**config.mk**
```make
export PLATFORM = sky130hd
export DESIGN_NAME = imm_ext_pipe
export DESIGN_NICKNAME = d
export VERILOG_FILES = /design/src/rtl/imm_ext_pkg.sv /design/src/rtl/imm_ext_skid.sv /design/src/rtl/imm_ext_pipe.sv
export SDC_FILE = /design/constraint.sdc
export NUM_CORES = 1
export LEC_CHECK = 0
export ABC_CLOCK_PERIOD_IN_PS = 4500
export CORE_MARGIN = 2
export CORE_UTILIZATION = 60
export CTS_BUF_LIST = sky130_fd_sc_hd__clkbuf_8
export DETAILED_ROUTE_END_ITERATION = 10
export PLACE_DENSITY = 0.95
export RECOVER_POWER = 50
export SKIP_CTS_REPAIR_TIMING = 1
export SLEW_MARGIN = 5
export SYNTH_ARGS = -nofsm -noshare
export SYNTH_HDL_FRONTEND = slang
export SYNTH_SLANG_ARGS = --single-unit
```
**constraint.sdc**
```tcl
create_clock -name clk -period 4.5 [get_ports clk]
set_input_delay 0.45 -clock clk [delete_from_list [all_inputs] [get_ports clk]]
set_output_delay 0.45 -clock clk [all_outputs]
set_load 0.03 [all_outputs]
```
**src/rtl/imm_ext_pkg.sv**
```systemverilog
// rtl/imm_ext_pkg.sv - mode encoding, widths and extension function for imm_ext_pipe
package imm_ext_pkg;

   typedef enum logic [1:0] {
      EXT_SIGN   = 2'b00,
      EXT_ZERO   = 2'b01,
      EXT_UPPER  = 2'b10,
      EXT_BRANCH = 2'b11
   } ext_mode_t;

   localparam int STAT_W    = 16;
   localparam int EXT_MAX_W = 64;

   // Widths arrive as elaboration constants; the caller truncates the result to out_w bits.
   function automatic logic [EXT_MAX_W-1:0] ext_compute(
      input logic [EXT_MAX_W-1:0] imm,
      input ext_mode_t            mode,
      input int                   in_w,
      input int                   out_w
   );
      logic [EXT_MAX_W-1:0] low_mask;
      logic [EXT_MAX_W-1:0] zext;
      logic [EXT_MAX_W-1:0] sext;
      logic [EXT_MAX_W-1:0] res;
      low_mask = ~({EXT_MAX_W{1'b1}} << in_w);
      zext     = imm & low_mask;
      sext     = zext;
      if (((zext >> (in_w - 1)) & {{(EXT_MAX_W-1){1'b0}}, 1'b1}) != '0) begin
         sext = zext | ~low_mask;
      end
      case (mode)
         EXT_SIGN:   res = sext;
         EXT_ZERO:   res = zext;
         EXT_UPPER:  res = zext << (out_w - in_w);
         EXT_BRANCH: res = sext << 2;
         default:    res = sext;
      endcase
      return res;
   endfunction

endpackage

```
**src/rtl/imm_ext_skid.sv**
```systemverilog
// rtl/imm_ext_skid.sv - 2-entry valid/ready skid buffer with registered in_ready
module imm_ext_skid #(
   parameter int W = 36
) (
   input  logic         clk,
   input  logic         reset,
   input  logic         in_valid,
   output logic         in_ready,
   input  logic [W-1:0] in_data,
   output logic         out_valid,
   input  logic         out_ready,
   output logic [W-1:0] out_data
);

   logic         or_valid, or_valid_nx;
   logic         sk_valid, sk_valid_nx;
   logic [W-1:0] or_data, or_data_nx;
   logic [W-1:0] sk_data, sk_data_nx;
   logic         rdy;
   logic         accept;
   logic         drain;

   assign accept    = in_valid && rdy;
   assign drain     = or_valid && out_ready;
   assign in_ready  = rdy;
   assign out_valid = or_valid;
   assign out_data  = or_data;

   // rdy mirrors !sk_valid, so an accept never coincides with a full skid slot.
   always_comb begin
      or_valid_nx = or_valid;
      or_data_nx  = or_data;
      sk_valid_nx = sk_valid;
      sk_data_nx  = sk_data;
      if (drain && sk_valid) begin
         or_data_nx  = sk_data;
         sk_valid_nx = 1'b0;
      end else if (drain || !or_valid) begin
         or_valid_nx = accept;
         if (accept) begin
            or_data_nx = in_data;
         end
      end else if (accept) begin
         sk_valid_nx = 1'b1;
         sk_data_nx  = in_data;
      end
   end

   always_ff @(posedge clk or posedge reset) begin
      if (reset) begin
         or_valid <= 1'b0;
         or_data  <= '0;
         sk_valid <= 1'b0;
         sk_data  <= '0;
         rdy      <= 1'b0;
      end else begin
         or_valid <= or_valid_nx;
         or_data  <= or_data_nx;
         sk_valid <= sk_valid_nx;
         sk_data  <= sk_data_nx;
         rdy      <= !sk_valid_nx;
      end
   end

endmodule

```
**src/rtl/imm_ext_pipe.sv**
```systemverilog
// rtl/imm_ext_pipe.sv - pipelined immediate extender; IMM_EXT_STATS_EN adds per-mode accept counters
module imm_ext_pipe
   import imm_ext_pkg::*;
#(
   parameter int IN_W  = 16,
   parameter int OUT_W = 32,
   parameter int TAG_W = 4
) (
   input  logic             clk,
   input  logic             reset,
   input  logic             in_valid,
   output logic             in_ready,
   input  logic [IN_W-1:0]  in_imm,
   input  ext_mode_t        in_mode,
   input  logic [TAG_W-1:0] in_tag,
   output logic             out_valid,
   input  logic             out_ready,
   output logic [OUT_W-1:0] out_data,
   output logic [TAG_W-1:0] out_tag
`ifdef IMM_EXT_STATS_EN
   ,
   input  logic [1:0]        stat_sel,
   output logic [STAT_W-1:0] stat_count
`endif
);

   if ((IN_W < 2) || (OUT_W < IN_W + 2) || (OUT_W > EXT_MAX_W)) begin : g_param_check
      $error("imm_ext_pipe: illegal IN_W/OUT_W combination");
   end

   logic [OUT_W-1:0] ext_data;

   assign ext_data = OUT_W'(ext_compute(EXT_MAX_W'(in_imm), in_mode, IN_W, OUT_W));

   imm_ext_skid #(
      .W (OUT_W + TAG_W)
   ) u_skid (
      .clk       (clk),
      .reset     (reset),
      .in_valid  (in_valid),
      .in_ready  (in_ready),
      .in_data   ({ext_data, in_tag}),
      .out_valid (out_valid),
      .out_ready (out_ready),
      .out_data  ({out_data, out_tag})
   );

`ifdef IMM_EXT_STATS_EN
   logic [STAT_W-1:0] stat_cnt [4];

   always_ff @(posedge clk or posedge reset) begin
      if (reset) begin
         for (int i = 0; i < 4; i++) begin
            stat_cnt[i] <= '0;
         end
      end else if (in_valid && in_ready && (stat_cnt[in_mode] != {STAT_W{1'b1}})) begin
         stat_cnt[in_mode] <= stat_cnt[in_mode] + STAT_W'(1);
      end
   end

   assign stat_count = stat_cnt[stat_sel];
`endif

endmodule

```
# After elaboration in Yosys (flattened, before gate mapping)

Cells that the tools add are included.

$add $sub $neg: 0
Multipliers: 0
Div/mod/pow operators: 0
Order comparisons: 0
Eq/ne operators: 3
Shifts and indexed selects: 0
Mux-type cells: 8
Bitwise logic cells: 2
Reductions and logical operators: 12

Operators with widths:

| cell                                           | count |
|---|---|
| one-hot mux 32 bit (4 select lines)            | 1 |
| two-way mux 36 bit                             | 3 |
| two-way mux 32 bit                             | 1 |
| == test 2 bit (second input constant)          | 2 |
| AND reduction 2 bit                            | 2 |
| nonzero test 2 bit                             | 2 |
| logical AND 1 bit                              | 3 |
| two-way mux 1 bit                              | 3 |
| AND reduction 3 bit                            | 1 |
| == test 2 x 1 -> 1 bit (second input constant) | 1 |
| logical NOT 1 bit                              | 2 |
| logical NOT 2 bit                              | 1 |
| inverter 1 bit                                 | 2 |
| logical OR 1 bit                               | 1 |

Register bits: 75
Latch bits: 0
RAM bits: 0
ROM bits: 0
Output and inout port bits: 38
Memories kept: 0

# Depth between registers and ports, before layout

Gate-level depths: netlist of run 1.

Depth after elaboration: 5
Mapped depth: 7
Depth with buffers taken out: 3

# Hierarchy

From an unflattened synthesis of run 1, not the netlist that was laid out.

Cell total of the unflattened synthesis: 350
Area, all modules: 4051.4 sq um

Modules (own cells, without submodules):

| module       | times used | cells each | area each (sq um) | sequential area each (sq um) |
|---|---|---|---|---|
| imm_ext_skid | 1          | 291        | 3540.9            | 1876.8 |
| imm_ext_pipe | 1          | 59         | 510.5             | 0.0 |

# Worst setup path before layout of run 1

OpenSTA, ideal clock, no wires.

Path kind: register to register
Start: register u_skid.or_valid (netlist: u_skid.out_valid)
End: register u_skid.or_data[10] (netlist: u_skid.out_data[10])
Setup time: 0.130 ns
Arrival: 1.570 ns
Required time: 4.370 ns
Slack: 2.799 ns
Stages on the path, launching flop included: 7
Clock period less this slack: 1.701 ns
Path through: dfrtp_1 > buf_6 > a22oi_1 > or2_1 > buf_6 > buf_6 > o31ai_2

Longest elaborated chain between the ends: 4
Elaborated cells between the ends (all ways): 8
Those cells by class: mux: 1; reduce/logical: 7

RTL lines:

| item                                                          | line                                   | source |
|---|---|---|
| start: declaration                                            | imm_ext_skid.sv:15                     | `logic or_valid, or_valid_nx;` |
| start signal: assignment                                      | imm_ext_skid.sv:57                     | `or_valid <= or_valid_nx;` |
| logical AND 1 bit / logical NOT 1 bit (equally long branches) | imm_ext_skid.sv:24, imm_ext_skid.sv:38 |  |
| logical AND 1 bit / logical OR 1 bit (equally long branches)  | imm_ext_skid.sv:35, imm_ext_skid.sv:38 |  |
| nonzero test 2 bit (no source line)                           | --                                     |  |
| AND reduction 2 bit (no source line)                          | --                                     |  |
| end signal: assignment                                        | imm_ext_skid.sv:58                     | `or_data <= or_data_nx;` |
| end: declaration                                              | imm_ext_skid.sv:17                     | `logic [W-1:0] or_data, or_data_nx;` |

Several ways; a longest one is shown, not always the timed one.
A chain may end at the register's enable or synchronous reset.

# Worst setup path after layout of run 1

Start: input port out_ready
End: register u_skid.or_data[31] (netlist: u_skid.out_data[31])

Longest elaborated chain between the ends: 4
Elaborated cells between the ends (all ways): 7
Those cells by class: mux: 1; reduce/logical: 6

RTL lines:

| item                                                         | line                                   | source |
|---|---|---|
| start: declaration                                           | imm_ext_pipe.sv:17                     | `input logic out_ready,` |
| logical AND 1 bit (*)                                        | imm_ext_skid.sv:24                     | `assign drain = or_valid && out_ready;` |
| logical AND 1 bit / logical OR 1 bit (equally long branches) | imm_ext_skid.sv:35, imm_ext_skid.sv:38 |  |
| nonzero test 2 bit (no source line)                          | --                                     |  |
| AND reduction 2 bit (no source line)                         | --                                     |  |

Mark *: on every way between the ends. The rest lies on a longest branch, timed or not.

==> results of run 1 <==
state kept, by name, summed over array words and instances (netlist names):
| name | flops |
|---|---|
| u_skid.out_valid | 1 |
| u_skid.sk_data | 36 |
| u_skid.sk_valid | 1 |
| u_skid.out_data | 36 |
| u_skid.in_ready | 1 |
path summary, 6_finish.rpt:
path | startpoint | to | slack [ns] | cells past startpoint
setup reg to reg | u_skid.out_valid$_DFFE_PP0P_ | u_skid.out_data[31]$_DFFE_PP0P_ | 1.90 | 4
max in group asynchronous | reset | u_skid.sk_data[28]$_DFFE_PP0P_ | 2.14 | 3
setup / recovery | out_ready | u_skid.out_data[31]$_DFFE_PP0P_ | 1.72 | 5
min in group asynchronous | reset | u_skid.out_data[12]$_DFFE_PP0P_ | 1.14 | 2
hold reg to reg | u_skid.sk_data[5]$_DFFE_PP0P_ | u_skid.sk_data[5]$_DFFE_PP0P_ | 0.48 | 2
hold / removal | u_skid.sk_data[5]$_DFFE_PP0P_ | u_skid.sk_data[5]$_DFFE_PP0P_ | 0.48 | 2
critical path: stages:
cell and delay, ns:
dlygate4sd3_1 0.64, nor2b_4 0.66, or2_1 0.60, buf_4 0.47, o31ai_1 0.16
kinds of logic after synthesis:
group,Yosys count,synth area share
and+or+nand+nor,108,0.1252
DFF,75,0.4805
buffers and inverters,45,0.05894
AOI/OAI and AO/OA,162,0.2767
muxes,21,0.05862
per-stage QoR:
| stage | std cells | setup WS [ns] | area [um^2] | hold slack (ns) |
|---|---|---|---|---|
| 2_1_floorplan | 411 | 2.140 | 3906 | 0.4389 |
| 3_3_place_gp | 517 | 1.542 | 4476 | 0.4566 |
| 3_5_place_dp | 517 | 1.488 | 4476 | 0.4635 |
| 4_1_cts | 533 | 1.860 | 4671 | 0.4825 |
| 5_1_grt | 533 | 1.558 | 4671 | 0.5138 |
| 6_report | 533 | 1.723 | 4671 | 0.4823 |
final cells by class:
type,instances,area share
clock buffers,10,0.02947
well taps,77,0.02063
inverters,4,0.003215
repair buffers,70,0.1463
multi-input cells,291,0.3863
clock inverters,6,0.01232
flip-flops and latches,75,0.4018
where the power goes:
group	internal, uW	switching, uW
clock	266	261
combinational	543	906
sequential	971	181
layout by cell type (no fill, tap or decap), types with 2 or more instances in the layout:
cell type | netlist | routed
a211oi_1 | 28 | 28
a21oi_1 | 28 | 28
a31oi_1 | 2 | 2
and3_1 | 3 | 3
buf_4 | 1 | 7
clkbuf_8 | 0 | 10
clkdlybuf4s50_1 | 0 | 45
clkinvlp_4 | 0 | 2
dfrtp_1 | 75 | 75
dlygate4sd3_1 | 0 | 18
inv_1 | 4 | 6
mux2_2 | 15 | 15
mux2i_1 | 6 | 6
nand2_1 | 50 | 50
nand2b_1 | 2 | 2
nand3_1 | 2 | 2
nor2_1 | 30 | 30
nor2b_1 | 15 | 15
o21ai_0 | 71 | 71
o31ai_1 | 6 | 6
o31ai_2 | 23 | 23
routing by layer:
| metal | vias to the layer above | GRT usage | wire length (um) |
|---|---|---|---|
| met5 | - | 0 | 0 |
| met4 | 0 | 0.1284 | 275 |
| met2 | 203 | 0.4925 | 5063 |
| li1 | 1541 | - | - |
| met1 | 1666 | 0.3973 | 4045 |
| met3 | 31 | 0.05211 | 847 |
==> flow_summary.toml, run 1 <==
[clock_network]
cts_root_buf = "clkbuf_8"
numCtsBuffers = 9
clock_path_buffers = 2
path_clk_slew_ns = 0.08
cts_tree = "built"
cts_max_level = 3
numClockSinks = 75
clk_latency_ns = 0.36

[synthesis]
synth-edff-count = 0
ys_top_cells_by_count = "dfrtp_1 (75), o21ai_0 (71), nand2_1 (50), nor2_1 (30)"
synth.avg_cell_area_um2 = 9.504
synth_area_leaders = "dfrtp_1 (48%), o21ai_0 (9.1%), o31ai_2 (7.4%)"
yosysSeqAreaShare = 0.4805
synth.most_common_cell = "dfrtp_1"
synth_cell_type_count = 30
synth_cells = 411
ys_ff_latch = 75
netlist.area_leader.share = 0.4805
synth_fp_nets = 437
async_flop_share = 1.000
synth_top_cell_by_area = "dfrtp_1"
ys_warn_count = 0
synth_ff_type = "dfrtp_1"
netlist_area_um2 = 3906

[run_status]
status = "finished with violations"
violations = "capacitance limit, slew limit"

[cells_and_area]
fillers = 466
register_area_um2 = 1877
final_layout_size_suffix_gt1_frac = 0.1338
fin_util = 0.7398
layout.nets = 477
area_growth_pct = 19.57
multi_input_area_um2 = 1804
num_antenna_cells = 0

[global_route]
track_usage = 0.3008
grt_max_degree = 51
gr-total-overflow = 0
grt_antenna_before_repair = 0
grt_pass1_wl_um = 16960
grt_pass1_vias = 3431

[sta]
fin_skew_ns = 0.007878
setup-violations-final = 0
fmax_mhz = 360.2
period_minus_slack_ns = 2.777
maxSlewViolCount = 51
hold_violations = 0
slew_headroom = -0.2455
rsz0062_at_grt = "no"
finalSetupTns_ns = 0
worstMarginPinSlew_ns = 1.866
min_period_over_period = 0.6170

[worst_setup_path]
cp_data_arrival_time_ns = 3.01
endpoint_kind = "flip-flop"
startpoint_type = "primary input"
critPathKind = "primary input to flip-flop"
crit_fanout = 37
worstPathRequired_ns = 4.73

[power]
irDropWorstVdd_mv = 0.4096
finalPower_uw = 3128
powerDensity_nw_per_um2 = 669.7
power_leakage_uw = 0.002003

[placed_design]
gp_congestion = 0.9100
dp_hpwl_um = 6564
port_buffers = 63

[floorplanning]
dieArea_um2 = 7172
die_h_um = 84.69
start_util = 0.6187
io_pins = 64
die_w_um = 84.69
core_area_um2 = 6314
row_count = 29

[routing]
wire_per_inst_um = 19.20
dr_total_vias = 3441
drt-total-wl_um = 10230
remaining_drc_errors = 0
drt_iter0_drc = 491
drt.antenna.violating_nets = 0
post_drt_via_cell_ratio = 6.456
drt_pass1_iterations = 5

[flow_run]
drv_cap = 1

[hold_path]
hold_path.class = "flip-flop to flip-flop"
(Power assumes the default switching activity.)
==> run 2, diff against run 1 <==
--- a/config.mk
+++ b/config.mk
@@ -5,12 +5,12 @@
 export SDC_FILE = /design/constraint.sdc
 export NUM_CORES = 1
 export LEC_CHECK = 0
-export ABC_CLOCK_PERIOD_IN_PS = 4500
+export ABC_CLOCK_PERIOD_IN_PS = 2700
 export CORE_MARGIN = 2
-export CORE_UTILIZATION = 60
+export CORE_UTILIZATION = 55
 export CTS_BUF_LIST = sky130_fd_sc_hd__clkbuf_8
 export DETAILED_ROUTE_END_ITERATION = 10
-export PLACE_DENSITY = 0.95
+export PLACE_DENSITY = 0.89
 export RECOVER_POWER = 50
 export SKIP_CTS_REPAIR_TIMING = 1
 export SLEW_MARGIN = 5
==> constraint.sdc (replaced) <==
create_clock -name clk -period 2.7 [get_ports clk]
set_input_delay 0.27 -clock clk [delete_from_list [all_inputs] [get_ports clk]]
set_output_delay 0.27 -clock clk [all_outputs]
set_load 0.03 [all_outputs]
==> run 2 against run 1 <==
Net effect: via count fell by 2.2%; count of clock-buffer cells in the layout rose by 1; first-iteration DRC count fell by 34%; power rose by 68%; non-clock buffer count rose by 4; highest routed layer unchanged; largest cell class unchanged; flip-flop and latch count did not move; setup slack got worse by 1.4 ns; the run still ends with capacitance limit, slew limit left; critical path type unchanged; final area rose by 1.5%; clock skew fell by 0.0017 ns; clock power rose by 65%; sequential power rose by 68%.
==> flow_summary.toml, run 2 (synthesis gave the netlist of run 1 again) <==
[sta]
fin_skew_ns = 0.006227
period_minus_slack_ns = 2.387
whs_ns = 0.4773
fmax_mhz = 419.0
maxSlewViolCount = 76
hold_violations = 0
slew_headroom = -0.2114
rsz0062_at_grt = "no"
setup-violations-final = 0
worst_slack_ns = 0.3132
min_period_over_period = 0.8840
worstMarginPinSlew_ns = 1.817
finalSetupTns_ns = 0

[cells_and_area]
final_cell_area_um2 = 4740
final_layout_size_suffix_gt1_frac = 0.1373
mostFrequentLayoutCells = "dfrtp_1 (75), o21ai_0 (71), clkdlybuf4s50_1 (60)"
fin_util = 0.6938
layout.nets = 481
final_common_cell = "dfrtp_1"
area_growth_pct = 21.33
num_antenna_cells = 0

[worst_setup_path]
cp_data_arrival_time_ns = 2.65
crit_fanout = 35
endpoint_kind = "flip-flop"
r2r_slack_ns = 0.35
max_stage_delay_ns = 0.90
worstPathRequired_ns = 2.96
slowest_stage = "clkbuf_1"
startpoint_type = "primary input"
critPathKind = "primary input to flip-flop"
path_cells = "dlygate4sd3_1 -> buf_12 -> and2_1 -> clkbuf_1 -> a211oi_1 -> o31ai_2"

[global_route]
grt_antenna_before_repair = 0
gr-total-overflow = 0
grt_pass1_wl_um = 16130
track_usage = 0.2711
grt_max_degree = 76
grt_pass1_vias = 3284

[routing]
dr_total_vias = 3366
post_drt_via_cell_ratio = 6.065
remaining_drc_errors = 0
drt_iter0_drc = 322
drt_pass1_iterations = 5
drt-total-wl_um = 10020
drt.antenna.violating_nets = 0
wire_per_inst_um = 18.06

[floorplanning]
dieArea_um2 = 7792
io_pins = 64
die_h_um = 88.28
start_util = 0.5718
die_w_um = 88.28
row_count = 30
core_area_um2 = 6832

[run_status]
violations = "capacitance limit, slew limit"
status = "finished with violations"

[clock_network]
cts_max_level = 3
clk_latency_ns = 0.35
path_clk_slew_ns = 0.08
cts_tree = "built"
clock_path_buffers = 2
numCtsBuffers = 9
numClockSinks = 75
cts_root_buf = "clkbuf_8"

[power]
powerDensity_nw_per_um2 = 1108
irDropWorstVdd_mv = 0.5127
power_leakage_uw = 0.002006

[placed_design]
dp_hpwl_um = 6218
gp_congestion = 0.8255
port_buffers = 63
pre_cts_ws_ns = 0.05137
post_dp_cell_area_um2 = 4567

[flow_run]
drv_cap = 1

[hold_path]
hold_path.class = "primary input to flip-flop"
==> run 2: cell count changes in the layout (fill, tap and decap cells not counted) <==
cell,change
clkbuf_2,+2
clkbuf_1,+1
clkinvlp_4,-2
dlygate4sd3_1,-15
clkdlybuf4s50_1,+15
buf_4,-1
clkbuf_8,+1
inv_1,-1
buf_12,+2
clkinv_1,+1
==> run 2: stage by stage <==
step / std cells / power (uW)
6_report: 555 / 5252
5_1_grt: 555 / 5551
4_1_cts: 555 / 5261
3_5_place_dp: 540 / 4394
3_3_place_gp: 540 / 4280
2_1_floorplan: 411 / 3533
==> run 2: path summary, 6_finish.rpt <==
check / startpoint / to / cells after the start
setup / recovery: in_mode[1] / u_skid.out_data[17]$_DFFE_PP0P_ / 6
hold / removal: in_tag[1] / u_skid.sk_data[1]$_DFFE_PP0P_ / 3
setup reg to reg: u_skid.out_valid$_DFFE_PP0P_ / u_skid.out_data[23]$_DFFE_PP0P_ / 4
hold reg to reg: u_skid.sk_data[2]$_DFFE_PP0P_ / u_skid.sk_data[2]$_DFFE_PP0P_ / 2
max in group asynchronous: reset / u_skid.out_data[25]$_DFFE_PP0P_ / 3
min in group asynchronous: reset / u_skid.sk_data[14]$_DFFE_PP0P_ / 3
==> run 2: routing by layer <==
metal	vias up	routed length (um)	share of wire	track usage
met5	-	0	0	0
met2	163	4859	0.48	0.4170
met4	0	217	0.022	0.1088
li1	1550	-	-	-
met3	21	946	0.094	0.06437
met1	1632	4002	0.40	0.3740
==> run 2: area by class of cell <==
cell class	instances	area [um^2]
tap	96	120.1
inverter	4	15.01
timing repair buffer	74	729.5
multi-input combinational	291	1804
sequential	75	1877
fill	536	2092
clock inverter	4	42.54
clock buffer	11	151.4
==> run 2: power by group <==
part	internal [uW]	switching (uW)
sequential	1620	311
clock	465	402
combinational	964	1490
total	3050	2200
==> run 2: critical path: cells and delay by family <==
family                 cells  cell delay (ns)
AO/OA/AOI/OAI              2             0.52
buffers and inverters      3             1.68
AND/OR/NAND/NOR            1             0.15
